**src/rtl/l2_port_arbiter_pkg.sv**
```systemverilog
// Shared constants for the L2 port arbiter: FSM encoding, default widths, grant codes.
// Latency: none, constants only; backpressure: not applicable.
package l2_port_arbiter_pkg;

    localparam int ADDR_W_DEF = 32;
    localparam int LINE_W_DEF = 128;

    localparam logic [2:0] IDLE  = 3'd0;
    localparam logic [2:0] GNT_I = 3'd1;
    localparam logic [2:0] GNT_D = 3'd2;
    localparam logic [2:0] REL_I = 3'd3;
    localparam logic [2:0] REL_D = 3'd4;

    localparam logic [1:0] GRANT_I = 2'b01;
    localparam logic [1:0] GRANT_D = 2'b10;
    localparam logic [1:0] GRANT_NONE = 2'b00;

    localparam logic LAST_I = 1'b0;
    localparam logic LAST_D = 1'b1;

endpackage

```
**src/rtl/l2_port_arbiter_if.sv**
```systemverilog
// Cache-side and L2-side handshake bundle of the L2 port arbiter.
// Latency: wires only; backpressure: requests are held by the caches until their ready pulse.
interface l2_port_arbiter_if
    import l2_port_arbiter_pkg::*;
#(
    parameter int ADDR_W = ADDR_W_DEF,
    parameter int LINE_W = LINE_W_DEF
);
    logic              i_r;
    logic [ADDR_W-1:0] i_addr;
    logic              i_ready;
    logic              d_r;
    logic              d_w;
    logic [ADDR_W-1:0] d_addr;
    logic [LINE_W-1:0] d_wdata;
    logic              d_ready;
    logic              l2_r;
    logic              l2_w;
    logic [ADDR_W-1:0] l2_addr;
    logic [LINE_W-1:0] l2_wdata;
    logic              l2_ready;
    logic [1:0]        grant;
    logic              busy;

    // Arbiter side
    modport slave (
        input  i_r, i_addr, d_r, d_w, d_addr, d_wdata, l2_ready,
        output i_ready, d_ready, l2_r, l2_w, l2_addr, l2_wdata, grant, busy
    );

    // Caches/L2 side
    modport master (
        output i_r, i_addr, d_r, d_w, d_addr, d_wdata, l2_ready,
        input  i_ready, d_ready, l2_r, l2_w, l2_addr, l2_wdata, grant, busy
    );
endinterface

```
**src/rtl/l2_port_arbiter_rr_arb2.sv**
```systemverilog
// Two-way combinational picker: pick=1 selects D, pick=0 selects I.
// Latency: combinational; backpressure: none, the caller decides when the pick is used.
module rr_arb2
    import l2_port_arbiter_pkg::*;
(
    input  logic [1:0] req,
    input  logic       last,
    input  logic       rr_en,
    output logic       pick
);

    always_comb begin
        pick = 1'b0;
        case (req)
            2'b10:   pick = 1'b1;
            // On conflict favour whoever did not win last time, unless D has fixed priority
            2'b11:   pick = rr_en ? (last == LAST_I) : 1'b1;
            default: pick = 1'b0;
        endcase
    end

endmodule

```
**src/rtl/l2_port_arbiter.sv**
```systemverilog
// Shares the L2 line port between I-cache and D-cache, one latched transaction at a time.
// Latency: l2_r/l2_w one cycle after request, ready one cycle after l2_ready; callers hold requests until ready.
module l2_port_arbiter
    import l2_port_arbiter_pkg::*;
#(
    parameter int ADDR_W = ADDR_W_DEF,
    parameter int LINE_W = LINE_W_DEF,
    parameter bit RR_EN  = 1'b1
)(
    input  logic              clk,
    input  logic              rst,
    l2_port_arbiter_if.slave  bus
);

    typedef struct packed {
        logic              wr;
        logic [ADDR_W-1:0] addr;
        logic [LINE_W-1:0] wdata;
    } txn_t;

    logic [2:0] state;
    logic [2:0] state_nxt;
    logic       last_d;
    txn_t       txn_q;
    txn_t       txn_nxt;
    logic [1:0] req;
    logic       pick_d;
    logic       take;
    logic       gnt_st;

    assign req  = {bus.d_r | bus.d_w, bus.i_r};
    assign take = (state == IDLE) && (req != 2'b00);

    rr_arb2 u_pick (
        .req   (req),
        .last  (last_d),
        .rr_en (RR_EN),
        .pick  (pick_d)
    );

    always_comb begin
        state_nxt = state;
        case (state)
            IDLE:    if (take) state_nxt = pick_d ? GNT_D : GNT_I;
            GNT_I:   if (bus.l2_ready) state_nxt = REL_I;
            GNT_D:   if (bus.l2_ready) state_nxt = REL_D;
            REL_I:   state_nxt = IDLE;
            REL_D:   state_nxt = IDLE;
            default: state_nxt = IDLE;
        endcase
    end

    // Request fields are captured once at grant; later changes by the requester are ignored
    always_comb begin
        txn_nxt = txn_q;
        if (take) begin
            if (pick_d) begin
                txn_nxt.wr    = bus.d_w;
                txn_nxt.addr  = bus.d_addr;
                txn_nxt.wdata = bus.d_wdata;
            end else begin
                txn_nxt.wr    = 1'b0;
                txn_nxt.addr  = bus.i_addr;
                txn_nxt.wdata = '0;
            end
        end
    end

    always_ff @(posedge clk or negedge rst) begin
        if (!rst) begin
            state  <= IDLE;
            last_d <= LAST_I;
            txn_q  <= '0;
        end else begin
            state <= state_nxt;
            txn_q <= txn_nxt;
            if (take) last_d <= pick_d;
        end
    end

    assign gnt_st       = (state == GNT_I) || (state == GNT_D);
    assign bus.l2_r     = gnt_st && !txn_q.wr;
    assign bus.l2_w     = gnt_st && txn_q.wr;
    assign bus.l2_addr  = txn_q.addr;
    assign bus.l2_wdata = txn_q.wdata;
    assign bus.i_ready  = (state == REL_I);
    assign bus.d_ready  = (state == REL_D);
    assign bus.busy     = (state != IDLE);

    always_comb begin
        bus.grant = GRANT_NONE;
        if ((state == GNT_I) || (state == REL_I)) bus.grant = GRANT_I;
        if ((state == GNT_D) || (state == REL_D)) bus.grant = GRANT_D;
    end

endmodule

```
**src/flat_wrapper.sv**
```systemverilog
// flat-port wrapper written by rule: the top's interface ports become plain ports
module l2_port_arbiter_flat import l2_port_arbiter_pkg::*;
#(
    parameter int ADDR_W = ADDR_W_DEF,
    parameter int LINE_W = LINE_W_DEF,
    parameter bit RR_EN  = 1'b1
)
  (clk, rst, bus_i_r, bus_i_addr, bus_d_r, bus_d_w, bus_d_addr, bus_d_wdata, bus_l2_ready, bus_i_ready, bus_d_ready, bus_l2_r, bus_l2_w, bus_l2_addr, bus_l2_wdata, bus_grant, bus_busy);
  l2_port_arbiter_if #(.ADDR_W(ADDR_W), .LINE_W(LINE_W)) bus_i ();
  input  logic clk;
  input  logic rst;
  input wire logic [$bits(bus_i.i_r)-1:0] bus_i_r;
  input wire logic [$bits(bus_i.i_addr)-1:0] bus_i_addr;
  input wire logic [$bits(bus_i.d_r)-1:0] bus_d_r;
  input wire logic [$bits(bus_i.d_w)-1:0] bus_d_w;
  input wire logic [$bits(bus_i.d_addr)-1:0] bus_d_addr;
  input wire logic [$bits(bus_i.d_wdata)-1:0] bus_d_wdata;
  input wire logic [$bits(bus_i.l2_ready)-1:0] bus_l2_ready;
  output wire logic [$bits(bus_i.i_ready)-1:0] bus_i_ready;
  output wire logic [$bits(bus_i.d_ready)-1:0] bus_d_ready;
  output wire logic [$bits(bus_i.l2_r)-1:0] bus_l2_r;
  output wire logic [$bits(bus_i.l2_w)-1:0] bus_l2_w;
  output wire logic [$bits(bus_i.l2_addr)-1:0] bus_l2_addr;
  output wire logic [$bits(bus_i.l2_wdata)-1:0] bus_l2_wdata;
  output wire logic [$bits(bus_i.grant)-1:0] bus_grant;
  output wire logic [$bits(bus_i.busy)-1:0] bus_busy;
  assign bus_i.i_r = bus_i_r;
  assign bus_i.i_addr = bus_i_addr;
  assign bus_i.d_r = bus_d_r;
  assign bus_i.d_w = bus_d_w;
  assign bus_i.d_addr = bus_d_addr;
  assign bus_i.d_wdata = bus_d_wdata;
  assign bus_i.l2_ready = bus_l2_ready;
  assign bus_i_ready = bus_i.i_ready;
  assign bus_d_ready = bus_i.d_ready;
  assign bus_l2_r = bus_i.l2_r;
  assign bus_l2_w = bus_i.l2_w;
  assign bus_l2_addr = bus_i.l2_addr;
  assign bus_l2_wdata = bus_i.l2_wdata;
  assign bus_grant = bus_i.grant;
  assign bus_busy = bus_i.busy;
  l2_port_arbiter #(.ADDR_W(ADDR_W), .LINE_W(LINE_W), .RR_EN(RR_EN)) u_core (.clk(clk), .rst(rst), .bus(bus_i));
endmodule
```
**config.mk**
```make
export PLATFORM = sky130hd
export DESIGN_NAME = l2_port_arbiter_flat
export DESIGN_NICKNAME = d
export VERILOG_FILES = /design/src/rtl/l2_port_arbiter_pkg.sv /design/src/rtl/l2_port_arbiter_if.sv /design/src/rtl/l2_port_arbiter_rr_arb2.sv /design/src/rtl/l2_port_arbiter.sv /design/src/flat_wrapper.sv
export SDC_FILE = /design/constraint.sdc
export NUM_CORES = 1
export LEC_CHECK = 0
export BUFFER_PORTS_ARGS = -buffer_cell sky130_fd_sc_hd__buf_2
export CAP_MARGIN = 20
export CORE_MARGIN = 1.5
export CORE_UTILIZATION = 27
export DETAILED_ROUTE_END_ITERATION = 16
export HOLD_SLACK_MARGIN = 0.05
export PLACE_DENSITY = 0.56
export RECOVER_POWER = 50
export SLEW_MARGIN = 20
export SYNTH_ARGS = -nofsm -noshare
export SYNTH_HDL_FRONTEND = slang
export SYNTH_SLANG_ARGS = --single-unit
```
**constraint.sdc**
```tcl
create_clock -name clk -period 2.8 [get_ports clk]
set_clock_uncertainty 0.05 [all_clocks]
set_input_delay 0 -clock clk [delete_from_list [all_inputs] [get_ports clk]]
set_output_delay 0 -clock clk [all_outputs]
set_load 0.02 [all_outputs]
```
# Yosys cells after proc, flatten, opt, wreduce, memory -nomap -nowiden
# Cells that the tools add are included.
[op_classes]
n_eq_ne = 9
n_mux = 9
n_bitwise = 2
n_reduce_logical = 11
[ops]
columns = ["cell", "count"]
rows = [
  ["$mux W161", 1],
  ["$mux W3", 3],
  ["$pmux W3 S3", 1],
  ["$eq A3 B2 Y1 const B", 2],
  ["$eq A2 B2 Y1 const B", 2],
  ["$mux W2", 2],
  ["$ne A2 B2 Y1 const B", 2],
  ["$eq A3 B1 Y1 const B", 1],
  ["$eq A3 B3 Y1 const B", 1],
  ["$logic_and A1 B1 Y1", 3],
  ["$logic_not A3 Y1", 1],
  ["$logic_or A1 B1 Y1", 3],
  ["$reduce_and A3 Y1", 1],
  ["$reduce_bool A3 Y1", 1],
  ["$ne A2 B1 Y1 const B", 1],
  ["$pmux W1 S2", 1],
  ["$reduce_bool A2 Y1", 1],
  ["$logic_not A1 Y1", 1],
  ["$mux W1", 1],
  ["$not A1 Y1", 1],
  ["$or A1 B1 Y1", 1],
]
[totals]
reg_bits = 165
inputBits = 198
output_inout_bits = 167

# Logic depth before layout (Yosys ltp)
[logic_depth]
depth_word = 6
depth_mapped = 7
ltp_nobuf = 4

# Hierarchy
# From an unflattened synthesis, not the netlist that was laid out.
[unflattened]
hier_cells = 905
hier_area_um2 = 8264.2
[by_module_without_submodules]
columns = ["mod", "instances", "cells_per_inst", "area_each_um2"]
rows = [
  ["l2_port_arbiter", 1, 903, 8254.2],
  ["rr_arb2", 1, 2, 10.0],
]

# Worst setup path before layout
# OpenSTA, ideal clock, no wires.
[synth_path]
path_kind = "reg2reg"
start = "reg u_core.state[2]"
end = "reg u_core.txn_q, in the netlist u_core.bus.l2_wdata[10]"
setup_time_ns = 0.065
arrival_ns = 1.389
setup_slack_ns = 1.295
path_stages_with_launch = 8
period_less_slack_ns = 1.505
path_cell_list = "dfrtp_1 buf_2 nor3_4 inv_2 nor2_4 buf_6 buf_2 a22o_1"
[synth_via]
elab_chain_cells = 2
[synth_lines]
columns = ["item", "line_no", "source"]
rows = [
  ["start: declaration", "l2_port_arbiter.sv:21", "logic [2:0] state;"],
  ["start signal: assignment", "l2_port_arbiter.sv:75", "state <= state_nxt;"],
  ["$logic_not A3 Y1", "l2_port_arbiter.sv:32", "assign take = (state == IDLE) && (req != 2'b00);"],
  ["$logic_and A1 B1 Y1", "l2_port_arbiter.sv:32", ""],
  ["end signal: assignment", "l2_port_arbiter.sv:76", "txn_q <= txn_nxt;"],
  ["end: declaration", "l2_port_arbiter.sv:24", "txn_t txn_q;"],
]
# No other way between the ends.
# A chain may end at the register's enable or synchronous reset.

# Worst setup path after layout
[layout_path]
start = "in bus_d_w"
end = "reg u_core.txn_q, in the netlist u_core.bus.l2_addr[5]"
[layout_via]
elab_chain_cells = 4
word_cells_on_any_way = 7
cone_classes = "2 x eq/ne; 2 x mux; 1 x bitwise; 2 x reduce/logical"
[layout_lines]
columns = ["item", "line_no", "source"]
rows = [
  ["start: declaration", "flat_wrapper.sv:15", "input wire logic [$bits(bus_i.d_w)-1:0] bus_d_w;"],
  ["$or A1 B1 Y1 (*)", "l2_port_arbiter.sv:31", "assign req = {bus.d_r | bus.d_w, bus.i_r};"],
  ["$eq A2 B2 Y1", "l2_port_arbiter_rr_arb2.sv:14", "case (req)"],
  ["$pmux W1 S2", "l2_port_arbiter_rr_arb2.sv:14", ""],
  ["$mux W161", "l2_port_arbiter.sv:57", "if (pick_d) begin"],
]
# Mark *: on every way between the ends. The rest lies on a longest branch, timed or not.

==> impl_metrics.env <==
export IMPL_status="complete, no violations"
export IMPL_via_per_inst=4.481
export IMPL_grtUsageTotal_pct=15.27
export IMPL_nets=1203
export IMPL_final_cell_count_no_fill=1392
export IMPL_setup_violations_final=0
export IMPL_ioPinCount=365
export IMPL_filler_cell_count=2615
export IMPL_p_leak_nw=5.348
export IMPL_cp_start_kind="input port"
export IMPL_gp_congestion=0.7608
export IMPL_cp_slowest_cell="dlygate4sd3_1"
export IMPL_final_core_util_pct=40.53
export IMPL_root_buffer="clkbuf_16"
export IMPL_synth_cells=622
export IMPL_crit_path_end_kind="flip-flop"
export IMPL_required_ns=3.02
export IMPL_post_cts_setup_buffers=0
export IMPL_cts_tree="built"
export IMPL_hold_viol=0
export IMPL_synth_top_area_share_pct=54.83
export IMPL_cts_sinks=165
export IMPL_cts_max_level=4
export IMPL_min_period_ns=2.410
export IMPL_cts_resized=0
export IMPL_post_place_cells=1163
export IMPL_maxCapViolCount=0
export IMPL_port_buffers=364
export IMPL_netlist_area_um2=7531
export IMPL_fin_crit_sh_pct=86.06
export IMPL_synth_edf_count=0
export IMPL_fin_tns_setup_ns=0
export IMPL_reg2reg_to="u_core.bus.l2_addr[5]$_DFFE_PN0P_"
export IMPL_grt_overflow=0
export IMPL_cts_made_buffers=17
export IMPL_max_stage_delay_ns=0.59
export IMPL_first_pass_iters=4
export IMPL_ant_nets=0
export IMPL_dp_hpwl_um=13730
export IMPL_yosysSeqAreaShare_pct=54.83
export IMPL_grt_pass1_vias=6481
export IMPL_p_total_w=0.01198
export IMPL_crit_cells=7
export IMPL_drt_wl_total_um=23070
export IMPL_ys_types=24
export IMPL_crit_path_max_fanout=19
export IMPL_rows=60
export IMPL_syn_num_nets=820
export IMPL_hold_path_class="in2reg"
export IMPL_crit_family="buffers and inverters"
export IMPL_path_cells="dlygate4sd3_1, buf_2, o2bb2ai_4, buf_4, mux2i_1, dlygate4sd3_1, a31oi_1"
export IMPL_rsz0062_at_grt="no"
export IMPL_reg2reg_setup_slack_ns=0.48
export IMPL_cp_arrival_ns=2.63
export IMPL_final_max_slew_viol_count=0
export IMPL_area_delta_synth_final_pct=46.27
export IMPL_ff2ff_path_depth=5
export IMPL_dpl_instance_area_um2=8605
export IMPL_cts_hold_buffers_added=195
export IMPL_die_h_um=170.0
export IMPL_vias=6238
export IMPL_ys_top_cells_by_count="dfrtp_1 (165), buf_4 (161), a22o_1 (129)"
export IMPL_ys_ff_latch=165
export IMPL_p_per_area_nw_per_um2=1087
export IMPL_die_area_um2=28900
export IMPL_drcViolationCount=0
export IMPL_antenna_found_initial=2
export IMPL_cts_path_max_buffers=2
export IMPL_drtIter0Drc=288
export IMPL_crit_top_cell="dlygate4sd3_1"
export IMPL_routedWlPerCell_um=16.57
export IMPL_synth_most_common_cell="dfrtp_1"
export IMPL_drive_above_1_share_pct=32.81
export IMPL_clk_pin_slew_ns=0.08
export IMPL_path_buf_inv=4
export IMPL_synth_area_top_cells="dfrtp_1 (55%), buf_4 (16%), a22o_1 (15%)"
export IMPL_async_flop_share_pct=100.0
export IMPL_synth_area_per_cell_um2=12.11
export IMPL_critPathLaunch="bus_d_w"
export IMPL_clk_latency_ns=0.42
export IMPL_core_um2=27180
export IMPL_post_route_cell_area_um2=11020
export IMPL_critical_path_class="in2reg"
export IMPL_slew_limit_headroom_pct=3.777
export IMPL_synth_top_area_cell="dfrtp_1"
export IMPL_rr_startpoint="u_core.last_d$_DFFE_PN0P_"
export IMPL_die_w_um=170.0
export IMPL_yosysWarnings=0
export IMPL_ir_worst_vdd_mv=0.8778
export IMPL_worst_slew_pin_slew_ns=1.443
export IMPL_synth_ff_type="dfrtp_1"
export IMPL_grt_max_degree=131
export IMPL_max_freq_ghz=0.4150
export IMPL_critPathCapture="u_core.bus.l2_addr[5]$_DFFE_PN0P_"
export IMPL_grt_pass1_wl_um=34290
export IMPL_start_util_pct=27.71
worst reg2reg max path: stages (launching register included):
cell and delay [ns]:
dfrtp_1 0.39, o2bb2ai_4 0.34, buf_4 0.44, mux2i_1 0.28, dlygate4sd3_1 0.59, a31oi_1 0.08
layer usage:
| metal | share of wire, % | GRT usage (%) | routed length (um) |
|---|---|---|---|
| met5 | 0 | 0 | 0 |
| met3 | 8.2 | 4.698 | 1895 |
| met2 | 48 | 26.98 | 11170 |
| met1 | 40 | 16.90 | 9318 |
| met4 | 3.0 | 6.579 | 681 |
cell families after synthesis:
family / synth area share [%]
compound gates: 20.27
xor+xnor: 0.2326
buf+inv: 19.22
flops: 54.83
mux: 4.253
simple gates: 1.196
cell usage in the layout (no fill, tap or decap), drive strengths merged:
cell and n:
buf 293, nor2 4, a21o 1, clkbuf 104
a31oi 32, and2 1, a22o 129, dfrtp 165
nand2 1, nor3b 2, clkinv 5, diode 2
clkinvlp 1, a21oi 35, inv 9, nor3 3
o21ai 1, mux2i 32, o2bb2ai 1, dlygate4sd3 195
xnor2 2, or3 1, nor4bb 1
how the worst min path moves through the flow:
stage	end	start	cells past startpoint	slack, ns
finish	u_core.state[1]$_DFFE_PN0P_	bus_d_r	3	0.11
global route	u_core.state[1]$_DFFE_PN0P_	bus_d_r	3	0.11
CTS	u_core.bus.l2_addr[23]$_DFFE_PN0P_	rst	2	0.06
detailed placement	u_core.bus.l2_addr[27]$_DFFE_PN0P_	rst	1	-0.03
global placement	u_core.bus.l2_addr[27]$_DFFE_PN0P_	rst	1	-0.03
floorplan	u_core.bus.l2_addr[0]$_DFFE_PN0P_	rst	0	-0.35
sequential cells by signal (all words and copies together) (netlist names):
register / flops
u_core.last_d: 1
u_core.txn_q: 1
u_core.bus.l2_addr: 32
u_core.bus.l2_wdata: 128
u_core.state: 3
final cells by class:
type	instances	area (um2)	area share, %
Clock buffer	19	452.9	4.112
Timing Repair Buffer	573	3839	34.85
Sequential cell	165	4129	37.48
Multi-Input combinational cell	246	1982	17.99
Antenna cell	2	5.005	0.04543
Clock inverter	13	135.1	1.227
Inverter	2	7.507	0.06815
Tap cell	372	465.4	4.225
stage by stage:
step | worst slack [ns] | hold slack, ns
final | 0.3903 | 0.1128
after floorplan | 1.295 | -0.3456
after global routing | 0.2398 | 0.1089
after CTS | 0.4288 | 0.06076
after global placement | 0.9171 | -0.03100
after detailed placement | 0.8618 | -0.03365
where the power goes:
part | leakage, nW | internal, W | switching, W
clock | 0.286 | 0.00124 | 0.00110
combinational | 3.01 | 0.00219 | 0.00340
sequential | 2.05 | 0.00343 | 0.000624
total | 5.35 | 0.00685 | 0.00512
Note: power is estimated with default switching activity, not from simulation.
